### config.mk
export PLATFORM = sky130hd
export DESIGN_NAME = id_ex_reg_flat
export DESIGN_NICKNAME = d
export VERILOG_FILES = /design/src/rtl/id_ex_reg_if.sv /design/src/rtl/id_ex_reg.sv /design/src/flat_wrapper.sv
export SDC_FILE = /design/constraint.sdc
export NUM_CORES = 1
export LEC_CHECK = 0
export CAP_MARGIN = 0
export CORE_MARGIN = 10
export CORE_UTILIZATION = 43
export DETAILED_ROUTE_END_ITERATION = 16
export GPL_ROUTABILITY_DRIVEN = 0
export GPL_TIMING_DRIVEN = 0
export PLACE_DENSITY = 0.84
export SLEW_MARGIN = 20
export SYNTH_ARGS = -nofsm -noshare
export SYNTH_HDL_FRONTEND = slang
export SYNTH_SLANG_ARGS = --single-unit
### constraint.sdc
create_clock -name clk -period 9.7 [get_ports clk]
set_input_delay 2.91 -clock clk [delete_from_list [all_inputs] [get_ports clk]]
set_output_delay 2.91 -clock clk [all_outputs]
set_load 0.005 [all_outputs]
### src/rtl/id_ex_reg_if.sv
// Decode/execute boundary bundle: stage controls, decode-side payload and execute-side copies.
// The slave modport is the pipeline register; the master modport drives decode and observes execute.
interface id_ex_reg_if #(
   parameter int unsigned XLEN  = 32,
   parameter int unsigned CNT_W = 16
);
   logic            enable;
   logic            clr;
   logic            ex_flush;

   logic            de_valid;
   logic [XLEN-1:0] de_pc;
   logic [XLEN-1:0] de_rs1_data;
   logic [XLEN-1:0] de_rs2_data;
   logic [XLEN-1:0] de_imm;
   logic [4:0]      de_rs1;
   logic [4:0]      de_rs2;
   logic [4:0]      de_rd;
   logic [3:0]      de_alu_op;
   logic            de_alu_src;
   logic            de_rf_we;
   logic            de_dmrd;
   logic            de_dmwr;
   logic            de_branch;
   logic            de_jump;
   logic [1:0]      de_wb_sel;

   logic            ex_valid;
   logic [XLEN-1:0] ex_pc;
   logic [XLEN-1:0] ex_rs1_data;
   logic [XLEN-1:0] ex_rs2_data;
   logic [XLEN-1:0] ex_imm;
   logic [4:0]      ex_rs1;
   logic [4:0]      ex_rs2;
   logic [4:0]      ex_rd;
   logic [3:0]      ex_alu_op;
   logic            ex_alu_src;
   logic            ex_rf_we;
   logic            ex_dmrd;
   logic            ex_dmwr;
   logic            ex_branch;
   logic            ex_jump;
   logic [1:0]      ex_wb_sel;

   logic [CNT_W-1:0] bubble_cnt;
   logic [CNT_W-1:0] stall_cnt;

   modport master (
      output enable, clr, ex_flush,
      output de_valid, de_pc, de_rs1_data, de_rs2_data, de_imm, de_rs1, de_rs2, de_rd,
      output de_alu_op, de_alu_src, de_rf_we, de_dmrd, de_dmwr, de_branch, de_jump, de_wb_sel,
      input  ex_valid, ex_pc, ex_rs1_data, ex_rs2_data, ex_imm, ex_rs1, ex_rs2, ex_rd,
      input  ex_alu_op, ex_alu_src, ex_rf_we, ex_dmrd, ex_dmwr, ex_branch, ex_jump, ex_wb_sel,
      input  bubble_cnt, stall_cnt
   );

   modport slave (
      input  enable, clr, ex_flush,
      input  de_valid, de_pc, de_rs1_data, de_rs2_data, de_imm, de_rs1, de_rs2, de_rd,
      input  de_alu_op, de_alu_src, de_rf_we, de_dmrd, de_dmwr, de_branch, de_jump, de_wb_sel,
      output ex_valid, ex_pc, ex_rs1_data, ex_rs2_data, ex_imm, ex_rs1, ex_rs2, ex_rd,
      output ex_alu_op, ex_alu_src, ex_rf_we, ex_dmrd, ex_dmwr, ex_branch, ex_jump, ex_wb_sel,
      output bubble_cnt, stall_cnt
   );
endinterface

### src/rtl/id_ex_reg.sv
// Decode-to-execute pipeline register: load, hold or bubble the execute slot.
// Define ID_EX_PERF_EN to build the saturating bubble/stall counters; otherwise they read 0.
module id_ex_reg #(
   parameter int unsigned XLEN  = 32,
   parameter int unsigned CNT_W = 16
) (
   input logic        clk,
   input logic        rst,
   id_ex_reg_if.slave bus
);
   typedef struct packed {
      logic            valid;
      logic [XLEN-1:0] pc;
      logic [XLEN-1:0] rs1_data;
      logic [XLEN-1:0] rs2_data;
      logic [XLEN-1:0] imm;
      logic [4:0]      rs1;
      logic [4:0]      rs2;
      logic [4:0]      rd;
      logic [3:0]      alu_op;
      logic            alu_src;
      logic            rf_we;
      logic            dmrd;
      logic            dmwr;
      logic            branch;
      logic            jump;
      logic [1:0]      wb_sel;
   } ex_slot_t;

   ex_slot_t ex_q;
   ex_slot_t ex_d;
   logic     bubble_c;

   // Flush and clear collapse into one bubble and override enable.
   assign bubble_c = bus.clr | bus.ex_flush;

   always_comb begin
      ex_d = ex_q;
      if (bubble_c) begin
         ex_d = '0;
      end else if (bus.enable) begin
         ex_d.valid    = bus.de_valid;
         ex_d.pc       = bus.de_pc;
         ex_d.rs1_data = bus.de_rs1_data;
         ex_d.rs2_data = bus.de_rs2_data;
         ex_d.imm      = bus.de_imm;
         ex_d.rs1      = bus.de_rs1;
         ex_d.rs2      = bus.de_rs2;
         ex_d.rd       = bus.de_rd;
         ex_d.alu_op   = bus.de_alu_op;
         ex_d.alu_src  = bus.de_alu_src;
         ex_d.wb_sel   = bus.de_wb_sel;
         // An invalid decode slot must never carry side effects into execute.
         ex_d.rf_we    = bus.de_rf_we  & bus.de_valid;
         ex_d.dmrd     = bus.de_dmrd   & bus.de_valid;
         ex_d.dmwr     = bus.de_dmwr   & bus.de_valid;
         ex_d.branch   = bus.de_branch & bus.de_valid;
         ex_d.jump     = bus.de_jump   & bus.de_valid;
      end
   end

   always_ff @(posedge clk or posedge rst) begin
      if (rst) begin
         ex_q <= '0;
      end else begin
         ex_q <= ex_d;
      end
   end

   assign bus.ex_valid    = ex_q.valid;
   assign bus.ex_pc       = ex_q.pc;
   assign bus.ex_rs1_data = ex_q.rs1_data;
   assign bus.ex_rs2_data = ex_q.rs2_data;
   assign bus.ex_imm      = ex_q.imm;
   assign bus.ex_rs1      = ex_q.rs1;
   assign bus.ex_rs2      = ex_q.rs2;
   assign bus.ex_rd       = ex_q.rd;
   assign bus.ex_alu_op   = ex_q.alu_op;
   assign bus.ex_alu_src  = ex_q.alu_src;
   assign bus.ex_rf_we    = ex_q.rf_we;
   assign bus.ex_dmrd     = ex_q.dmrd;
   assign bus.ex_dmwr     = ex_q.dmwr;
   assign bus.ex_branch   = ex_q.branch;
   assign bus.ex_jump     = ex_q.jump;
   assign bus.ex_wb_sel   = ex_q.wb_sel;

`ifdef ID_EX_PERF_EN
   localparam logic [CNT_W-1:0] CNT_MAX = '1;

   logic             hold_c;
   logic [CNT_W-1:0] bubble_cnt_q;
   logic [CNT_W-1:0] bubble_cnt_d;
   logic [CNT_W-1:0] stall_cnt_q;
   logic [CNT_W-1:0] stall_cnt_d;

   assign hold_c = ~bubble_c & ~bus.enable;

   // Saturating counters: stick at all-ones rather than wrap.
   always_comb begin
      bubble_cnt_d = bubble_cnt_q;
      stall_cnt_d  = stall_cnt_q;
      if (bubble_c && (bubble_cnt_q != CNT_MAX)) begin
         bubble_cnt_d = bubble_cnt_q + CNT_W'(1);
      end
      if (hold_c && (stall_cnt_q != CNT_MAX)) begin
         stall_cnt_d = stall_cnt_q + CNT_W'(1);
      end
   end

   always_ff @(posedge clk or posedge rst) begin
      if (rst) begin
         bubble_cnt_q <= '0;
         stall_cnt_q  <= '0;
      end else begin
         bubble_cnt_q <= bubble_cnt_d;
         stall_cnt_q  <= stall_cnt_d;
      end
   end

   assign bus.bubble_cnt = bubble_cnt_q;
   assign bus.stall_cnt  = stall_cnt_q;
`else
   assign bus.bubble_cnt = CNT_W'(0);
   assign bus.stall_cnt  = CNT_W'(0);
`endif
endmodule

### src/flat_wrapper.sv
// flat-port wrapper written by rule: the top's interface ports become plain ports
module id_ex_reg_flat 
#(
   parameter int unsigned XLEN  = 32,
   parameter int unsigned CNT_W = 16
)
  (clk, rst, bus_enable, bus_clr, bus_ex_flush, bus_de_valid, bus_de_pc, bus_de_rs1_data, bus_de_rs2_data, bus_de_imm, bus_de_rs1, bus_de_rs2, bus_de_rd, bus_de_alu_op, bus_de_alu_src, bus_de_rf_we, bus_de_dmrd, bus_de_dmwr, bus_de_branch, bus_de_jump, bus_de_wb_sel, bus_ex_valid, bus_ex_pc, bus_ex_rs1_data, bus_ex_rs2_data, bus_ex_imm, bus_ex_rs1, bus_ex_rs2, bus_ex_rd, bus_ex_alu_op, bus_ex_alu_src, bus_ex_rf_we, bus_ex_dmrd, bus_ex_dmwr, bus_ex_branch, bus_ex_jump, bus_ex_wb_sel, bus_bubble_cnt, bus_stall_cnt);
  id_ex_reg_if #(.XLEN(XLEN), .CNT_W(CNT_W)) bus_i ();
  input logic clk;
  input logic rst;
  input wire logic [$bits(bus_i.enable)-1:0] bus_enable;
  input wire logic [$bits(bus_i.clr)-1:0] bus_clr;
  input wire logic [$bits(bus_i.ex_flush)-1:0] bus_ex_flush;
  input wire logic [$bits(bus_i.de_valid)-1:0] bus_de_valid;
  input wire logic [$bits(bus_i.de_pc)-1:0] bus_de_pc;
  input wire logic [$bits(bus_i.de_rs1_data)-1:0] bus_de_rs1_data;
  input wire logic [$bits(bus_i.de_rs2_data)-1:0] bus_de_rs2_data;
  input wire logic [$bits(bus_i.de_imm)-1:0] bus_de_imm;
  input wire logic [$bits(bus_i.de_rs1)-1:0] bus_de_rs1;
  input wire logic [$bits(bus_i.de_rs2)-1:0] bus_de_rs2;
  input wire logic [$bits(bus_i.de_rd)-1:0] bus_de_rd;
  input wire logic [$bits(bus_i.de_alu_op)-1:0] bus_de_alu_op;
  input wire logic [$bits(bus_i.de_alu_src)-1:0] bus_de_alu_src;
  input wire logic [$bits(bus_i.de_rf_we)-1:0] bus_de_rf_we;
  input wire logic [$bits(bus_i.de_dmrd)-1:0] bus_de_dmrd;
  input wire logic [$bits(bus_i.de_dmwr)-1:0] bus_de_dmwr;
  input wire logic [$bits(bus_i.de_branch)-1:0] bus_de_branch;
  input wire logic [$bits(bus_i.de_jump)-1:0] bus_de_jump;
  input wire logic [$bits(bus_i.de_wb_sel)-1:0] bus_de_wb_sel;
  output wire logic [$bits(bus_i.ex_valid)-1:0] bus_ex_valid;
  output wire logic [$bits(bus_i.ex_pc)-1:0] bus_ex_pc;
  output wire logic [$bits(bus_i.ex_rs1_data)-1:0] bus_ex_rs1_data;
  output wire logic [$bits(bus_i.ex_rs2_data)-1:0] bus_ex_rs2_data;
  output wire logic [$bits(bus_i.ex_imm)-1:0] bus_ex_imm;
  output wire logic [$bits(bus_i.ex_rs1)-1:0] bus_ex_rs1;
  output wire logic [$bits(bus_i.ex_rs2)-1:0] bus_ex_rs2;
  output wire logic [$bits(bus_i.ex_rd)-1:0] bus_ex_rd;
  output wire logic [$bits(bus_i.ex_alu_op)-1:0] bus_ex_alu_op;
  output wire logic [$bits(bus_i.ex_alu_src)-1:0] bus_ex_alu_src;
  output wire logic [$bits(bus_i.ex_rf_we)-1:0] bus_ex_rf_we;
  output wire logic [$bits(bus_i.ex_dmrd)-1:0] bus_ex_dmrd;
  output wire logic [$bits(bus_i.ex_dmwr)-1:0] bus_ex_dmwr;
  output wire logic [$bits(bus_i.ex_branch)-1:0] bus_ex_branch;
  output wire logic [$bits(bus_i.ex_jump)-1:0] bus_ex_jump;
  output wire logic [$bits(bus_i.ex_wb_sel)-1:0] bus_ex_wb_sel;
  output wire logic [$bits(bus_i.bubble_cnt)-1:0] bus_bubble_cnt;
  output wire logic [$bits(bus_i.stall_cnt)-1:0] bus_stall_cnt;
  assign bus_i.enable = bus_enable;
  assign bus_i.clr = bus_clr;
  assign bus_i.ex_flush = bus_ex_flush;
  assign bus_i.de_valid = bus_de_valid;
  assign bus_i.de_pc = bus_de_pc;
  assign bus_i.de_rs1_data = bus_de_rs1_data;
  assign bus_i.de_rs2_data = bus_de_rs2_data;
  assign bus_i.de_imm = bus_de_imm;
  assign bus_i.de_rs1 = bus_de_rs1;
  assign bus_i.de_rs2 = bus_de_rs2;
  assign bus_i.de_rd = bus_de_rd;
  assign bus_i.de_alu_op = bus_de_alu_op;
  assign bus_i.de_alu_src = bus_de_alu_src;
  assign bus_i.de_rf_we = bus_de_rf_we;
  assign bus_i.de_dmrd = bus_de_dmrd;
  assign bus_i.de_dmwr = bus_de_dmwr;
  assign bus_i.de_branch = bus_de_branch;
  assign bus_i.de_jump = bus_de_jump;
  assign bus_i.de_wb_sel = bus_de_wb_sel;
  assign bus_ex_valid = bus_i.ex_valid;
  assign bus_ex_pc = bus_i.ex_pc;
  assign bus_ex_rs1_data = bus_i.ex_rs1_data;
  assign bus_ex_rs2_data = bus_i.ex_rs2_data;
  assign bus_ex_imm = bus_i.ex_imm;
  assign bus_ex_rs1 = bus_i.ex_rs1;
  assign bus_ex_rs2 = bus_i.ex_rs2;
  assign bus_ex_rd = bus_i.ex_rd;
  assign bus_ex_alu_op = bus_i.ex_alu_op;
  assign bus_ex_alu_src = bus_i.ex_alu_src;
  assign bus_ex_rf_we = bus_i.ex_rf_we;
  assign bus_ex_dmrd = bus_i.ex_dmrd;
  assign bus_ex_dmwr = bus_i.ex_dmwr;
  assign bus_ex_branch = bus_i.ex_branch;
  assign bus_ex_jump = bus_i.ex_jump;
  assign bus_ex_wb_sel = bus_i.ex_wb_sel;
  assign bus_bubble_cnt = bus_i.bubble_cnt;
  assign bus_stall_cnt = bus_i.stall_cnt;
  id_ex_reg #(.XLEN(XLEN), .CNT_W(CNT_W)) u_core (.clk(clk), .rst(rst), .bus(bus_i));
endmodule
==> impl_summary.log <==
INFO  metric run_status = complete, no violations
INFO  metric min_tclk_post_route = 4.23 ns
INFO  metric post_cts_resize_count = 0
INFO  metric gr-total-overflow = 0
INFO  metric port-buffer-count = 315
INFO  metric critPathCapture = bus_ex_pc[8]
INFO  metric rows = 45
INFO  metric tritoncts.num_buffers = 17
INFO  metric static-leakage-power = 5.11 nW
INFO  metric critical_path.max_stage_delay = 0.55 ns
INFO  metric drc = 0
INFO  metric grt_pass1_wl = 32400 um
INFO  metric drt_iter0_drc = 164
INFO  metric worst_setup_path_start_kind = flip-flop
INFO  metric cp_cell_sequence = clkdlybuf4s50_1
INFO  metric global_route.peak_usage_layer = met2
INFO  metric detail_route.vias_per_cell = 4.73
INFO  metric cp.required = 6.79 ns
INFO  metric grt.met3_usage = 9.70%
INFO  metric dieWidth = 143 um
INFO  metric finalWirelength = 21700 um
INFO  metric number_of_antenna_violations_at_the_first_check_in_global_routing = 0
INFO  metric ctsLongestPathBuffers = 2
INFO  metric timing.reg2reg.setup_slack = 8.93 ns
INFO  metric globalRouteTotalUtil = 20.5%
INFO  metric p_total = 1.60 mW
INFO  metric most-common-layout-cells = sky130_fd_sc_hd__clkdlybuf4s50_1, sky130_fd_sc_hd__dfrtp_1, sky130_fd_sc_hd__mux2i_1, sky130_fd_sc_hd__nor2_1, sky130_fd_sc_hd__buf_4
INFO  metric die_h = 143 um
INFO  metric clock-sinks = 156
INFO  metric crit_path_end_kind = output port
INFO  metric yosysWarnings = 0
INFO  metric core_box_area = 15100 um^2
INFO  metric worst_skew_pair_later_pin_latency = 0.41 ns
INFO  metric cts_setup_buffers = 0
INFO  metric critical_path_peak_fanout = 2
INFO  metric final_nets = 1070
INFO  metric critPathBufInv = 1
INFO  metric reg_to_reg_critical_path_endpoint = u_core.bus.ex_rs1_data[28]$_DFFE_PP0P_
INFO  metric drive_above_1_share = 9.55%
INFO  metric setup.worst_path.class = flip-flop to output port
INFO  metric synth_seq_cells = 156
INFO  metric detailroute.via_count = 5248
INFO  metric timing.final.crit_share = 43.7%
INFO  metric timing.final.max_slew_violations = 0
INFO  metric worst_path_max_delay_cell = sky130_fd_sc_hd__clkdlybuf4s50_1
INFO  metric grt_setup_unrepaired = no
INFO  metric maxCapViolations = 0
INFO  metric pwr_density_cell = 150 nW/um^2
INFO  metric synthesis.area = 6550 um^2
INFO  metric cts_root_buffer = sky130_fd_sc_hd__clkbuf_16
INFO  metric grt_start_max_net_pins = 90
INFO  metric grt_pass1_vias = 5680
INFO  metric dp_wirelength = 16900 um
INFO  metric final_common_cell = sky130_fd_sc_hd__clkdlybuf4s50_1
INFO  metric synth_cells = 543
INFO  metric worst_ir_drop_vdd = 0.0000951 V
INFO  metric r2r_path_start = u_core.bus.ex_rs1_data[28]$_DFFE_PP0P_
INFO  metric hold_depth = 2
INFO  metric htree_num_levels = 4
INFO  metric tns = 0 ns
INFO  metric path_clk_slew = 0.06 ns
INFO  metric setup.worst_path.start = u_core.bus.ex_pc[8]$_DFFE_PP0P_
INFO  metric antenna_left = 0
INFO  metric ios = 349
INFO  metric wl_per_cell = 19.6 um
INFO  metric worst_hold_path_type = flip-flop to flip-flop
INFO  metric n_antenna_cell = 0
INFO  metric setup_viol = 0
INFO  metric gr-usage-met2 = 35.2%
INFO  metric critPathTopFamily = buffers and inverters
INFO  metric post_synth.cell_area_avg = 12.1 um^2
INFO  metric gr-usage-met1 = 21.7%
INFO  metric timing_worst_slew_pin_value = 0.623 ns
INFO  metric synth_cell_type_count = 13
INFO  metric dr.pass1.iters = 4
INFO  metric layout-area-overhead-vs-synth = 63.4%
INFO  metric ys_seq_area_share = 59.6%
INFO  metric dieArea = 20600 um^2
INFO  metric floorplan.initialDensity = 43.4%
INFO  metric cp.arrival = 1.32 ns
INFO  metric hold_viol_final = 0
INFO  metric r2r_cells = 2
INFO  metric cts_tree = yes
INFO  metric max_freq = 0.236 GHz
INFO  metric relSlewSlack = 58.5%
INFO  metric cts_hold_repair.buffers = 0
INFO  metric cp_num_cells = 1
INFO  metric clock-skew-final = 0 ns
==> how the worst min path moves through the flow <==
stage                                                 from                                endpoint  slack, ns
floorplan              u_core.bus.ex_alu_op[0]$_DFFE_PP0P_     u_core.bus.ex_alu_op[0]$_DFFE_PP0P_       0.51
global placement          u_core.bus.ex_imm[8]$_DFFE_PP0P_        u_core.bus.ex_imm[8]$_DFFE_PP0P_       0.50
detailed placement        u_core.bus.ex_pc[14]$_DFFE_PP0P_        u_core.bus.ex_pc[14]$_DFFE_PP0P_       0.51
CTS                 u_core.bus.ex_rs1_data[22]$_DFFE_PP0P_  u_core.bus.ex_rs1_data[22]$_DFFE_PP0P_       0.52
global route               u_core.bus.ex_rd[2]$_DFFE_PP0P_         u_core.bus.ex_rd[2]$_DFFE_PP0P_       0.54
finish                    u_core.bus.ex_pc[14]$_DFFE_PP0P_        u_core.bus.ex_pc[14]$_DFFE_PP0P_       0.52
==> registers in the layout, summed over array words and instances (netlist names), 2 cells and up <==
register,cells
u_core.bus.ex_rs2_data,32
u_core.bus.ex_rs1_data,32
u_core.bus.ex_alu_op,4
u_core.bus.ex_imm,32
u_core.bus.ex_pc,32
u_core.bus.ex_rs1,5
u_core.bus.ex_rd,5
u_core.bus.ex_wb_sel,2
u_core.bus.ex_rs2,5
==> layer usage <==
| metal | wire length [um] | part of all wire [%] |
|---|---|---|
| met5 | 0 | 0 |
| met4 | 441 | 2.0 |
| met2 | 10800 | 50 |
| met3 | 2460 | 11 |
| met1 | 8000 | 37 |
==> metrics by stage <==
step	hold WS (ns)	worst slack (ns)	area, um^2	utilization (%)	cells
after CTS	0.523	5.43	10700	70.9	1109
final	0.517	5.47	10700	70.9	1109
after global routing	0.539	5.38	10700	70.9	1109
after detailed placement	0.508	5.21	10100	66.9	1078
after floorplan	0.510	2.58	6670	-	574
after global placement	0.500	0.283	10100	66.6	1077
==> synth_stat cells <==
library cell                 n  share of area, %
sky130_fd_sc_hd__dfrtp_1   156                60
sky130_fd_sc_hd__mux2i_1   151                23
sky130_fd_sc_hd__nor2_1    151               8.7
sky130_fd_sc_hd__buf_4      33               3.8
sky130_fd_sc_hd__buf_2      17               1.3
sky130_fd_sc_hd__buf_6      10               1.7
sky130_fd_sc_hd__clkbuf_1    7              0.40
sky130_fd_sc_hd__a21oi_1     5              0.38
sky130_fd_sc_hd__nand2b_1    5              0.48
sky130_fd_sc_hd__nand3_1     5              0.38
sky130_fd_sc_hd__conb_1      1             0.057
sky130_fd_sc_hd__inv_1       1             0.057
sky130_fd_sc_hd__or2_1       1             0.096
==> area by class of cell <==
class                      count  area [um^2]
timing repair buffer         316         3180
fill                        1098         4390
inverter                       1         11.3
sequential                   156         3900
tap                          188          235
clock inverter                 7          138
clock buffer                  24          472
buffer                        67          472
multi-input combinational    350         2290
==> where the power goes <==
part           leakage (nW)  total, mW  internal (mW)  switching [mW]
logic                  2.69      0.226          0.137          0.0893
clock network         0.294      0.695          0.443           0.253
registers              2.14      0.682          0.671          0.0108
==> cell families after synthesis <==
logic type             after synthesis  synth area share (%)
AOI/OAI and AO/OA                    5                 0.382
DFF                                156                  59.6
other                                1                0.0573
and+or+nand+nor                    162                  9.61
muxes                              151                  23.1
buffers and inverters               68                  7.26
Note: power is estimated with default switching activity, not from simulation.
==> RTL change (same settings) <==
`CNT_W` is set to 16 in 3 places; all go to 20.
--- a/src/rtl/id_ex_reg_if.sv
+++ b/src/rtl/id_ex_reg_if.sv
@@ -2,7 +2,7 @@
 // The slave modport is the pipeline register; the master modport drives decode and observes execute.
 interface id_ex_reg_if #(
    parameter int unsigned XLEN  = 32,
-   parameter int unsigned CNT_W = 16
+   parameter int unsigned CNT_W = 20
 );
    logic            enable;
    logic            clr;
--- a/src/rtl/id_ex_reg.sv
+++ b/src/rtl/id_ex_reg.sv
@@ -2,7 +2,7 @@
 // Define ID_EX_PERF_EN to build the saturating bubble/stall counters; otherwise they read 0.
 module id_ex_reg #(
    parameter int unsigned XLEN  = 32,
-   parameter int unsigned CNT_W = 16
+   parameter int unsigned CNT_W = 20
 ) (
    input logic        clk,
    input logic        rst,
--- a/src/flat_wrapper.sv
+++ b/src/flat_wrapper.sv
@@ -2,7 +2,7 @@
 module id_ex_reg_flat 
 #(
    parameter int unsigned XLEN  = 32,
-   parameter int unsigned CNT_W = 16
+   parameter int unsigned CNT_W = 20
 )
   (clk, rst, bus_enable, bus_clr, bus_ex_flush, bus_de_valid, bus_de_pc, bus_de_rs1_data, bus_de_rs2_data, bus_de_imm, bus_de_rs1, bus_de_rs2, bus_de_rd, bus_de_alu_op, bus_de_alu_src, bus_de_rf_we, bus_de_dmrd, bus_de_dmwr, bus_de_branch, bus_de_jump, bus_de_wb_sel, bus_ex_valid, bus_ex_pc, bus_ex_rs1_data, bus_ex_rs2_data, bus_ex_imm, bus_ex_rs1, bus_ex_rs2, bus_ex_rd, bus_ex_alu_op, bus_ex_alu_src, bus_ex_rf_we, bus_ex_dmrd, bus_ex_dmwr, bus_ex_branch, bus_ex_jump, bus_ex_wb_sel, bus_bubble_cnt, bus_stall_cnt);
   id_ex_reg_if #(.XLEN(XLEN), .CNT_W(CNT_W)) bus_i ();
Ports: changed (resized bus_bubble_cnt and bus_stall_cnt); port bits go from 349 to 357. The function was not compared with the original's and may differ.
==> RTL change against the unedited design <==
Via count up 0.23%. Clock power down 5.5%. Design area up 0.62%. Count of clock-buffer cells in the layout down 3. Sequential power about the same. Critical path depth unchanged. Register-to-register slack better by 0.02 ns. Area after synthesis up 0.92%. Final cell count up 1.4%. Wire length up 3.6%. Total power down 2.1%. Sequential share of layout area down 0.22 points. Sequential cell count unchanged. Worst setup slack worse by 0.036 ns. Critical endpoint is now bus_ex_rs1_data[31]. Highest routed layer unchanged.
==> RTL change: results (changes against the unedited design) <==
Max VDD drop 0.000105 V (+11%); leakage power 5.17 nW (+1.1%); total wire length 22,500 um (+3.6%); fin util 71.1% (+0.17 points); post-synthesis cell count 551 (+1.5%); DP Cell Count 1,094 (+1.5%); largest net degree at the start of global routing 85 (-5.6%); multiplexer share of the synthesized area 22.9% (-0.21 points); vias post-DR 5,260 (+0.23%); GRT Resource Usage Total 21.1% (+0.56 points); synth top area cells dfrtp_1, mux2i_1, nor2_1; CP arrival 1.36 ns (+0.04 ns); DR vias/cell 4.68 (-1.2%); Post-DP HPWL 17,500 um (+4.0%); first-pass GRT wire length 33,200 um (+2.6%); Seq/Total Area, Yosys 59.1% (-0.54 points); Synth Area in Compound Gates 0.379% (-0.0035 points); layout cells sized above 1 10.7% (+1.1 points); Placement Setup Slack 5.15 ns (-0.0613 ns); Final #Nets 1,086 (+1.5%); number of global-route vias before repair 5,756 (+1.3%); ant diodes 0 (unchanged); HP Class reg2reg; status completed; Post-synth top cells dfrtp_1, mux2i_1, nor2_1; Worst-Margin Slew 0.512 ns (-0.111 ns); DR iter-0 viols 190 (+16%); CP top delay family buffers and inverters; # fillers 1,105 (+0.64%)
## RTL change: cells by family after synthesis
group                  count (synthesis)
buffers and inverters                 76
AND/OR/NAND/NOR                      162
multiplexers                         151
other                                  1
AO/OA/AOI/OAI                          5
flip-flops                           156
## RTL change: worst paths after layout
path	from	to	slack, ns
min	u_core.bus.ex_pc[16]	u_core.bus.ex_pc[16]	0.52
max in group asynchronous	rst	u_core.bus.ex_pc[1]	5.97
max	u_core.bus.ex_rs1_data[31]	bus_ex_rs1_data[31]	5.43
max reg2reg	u_core.bus.ex_rs2_data[26]	u_core.bus.ex_rs2_data[26]	8.95
min reg2reg	u_core.bus.ex_pc[16]	u_core.bus.ex_pc[16]	0.52
min in group asynchronous	rst	u_core.bus.ex_rs2_data[5]	2.96
## RTL change: final cells by class
class	count	area share, %
clock buffers	21	4.37
flip-flops and latches	156	36.3
repair buffers	316	29.5
clock inverters	10	1.07
multi-input cells	358	21.5
plain buffers	75	4.94
inverters	1	0.105
well taps	188	2.19
## RTL change: layer usage
layer	wire length, um	track usage, %	vias up	share of wire [%]
met5	0	0	-	0
met4	295	5.80	0	1.3
met3	2680	10.5	20	12
met2	11800	37.7	211	52
met1	7730	21.1	2545	34
li1	-	-	2484	-
## RTL change: worst min-delay path: cells and delay by family, from the launching register on
| kind | cells | cell delay [ns] |
|---|---|---|
| DFF | 1 | 0.34 |
| and+or+nand+nor | 1 | 0.08 |
| muxes | 1 | 0.07 |
## RTL change: metrics by stage
step | total power, mW | cell area, um2
2_1_floorplan | 0.790 | 6760
3_3_place_gp | 0.918 | 10100
3_5_place_dp | 0.923 | 10200
4_1_cts | 1.58 | 10800
5_1_grt | 1.63 | 10800
6_report | 1.57 | 10800
## RTL change: power breakdown
group / leakage [nW] / internal [mW] / switching [mW]
registers: 2.14 / 0.671 / 0.0111
clock network: 0.281 / 0.398 / 0.259
logic: 2.75 / 0.139 / 0.0913
total: 5.17 / 1.21 / 0.362
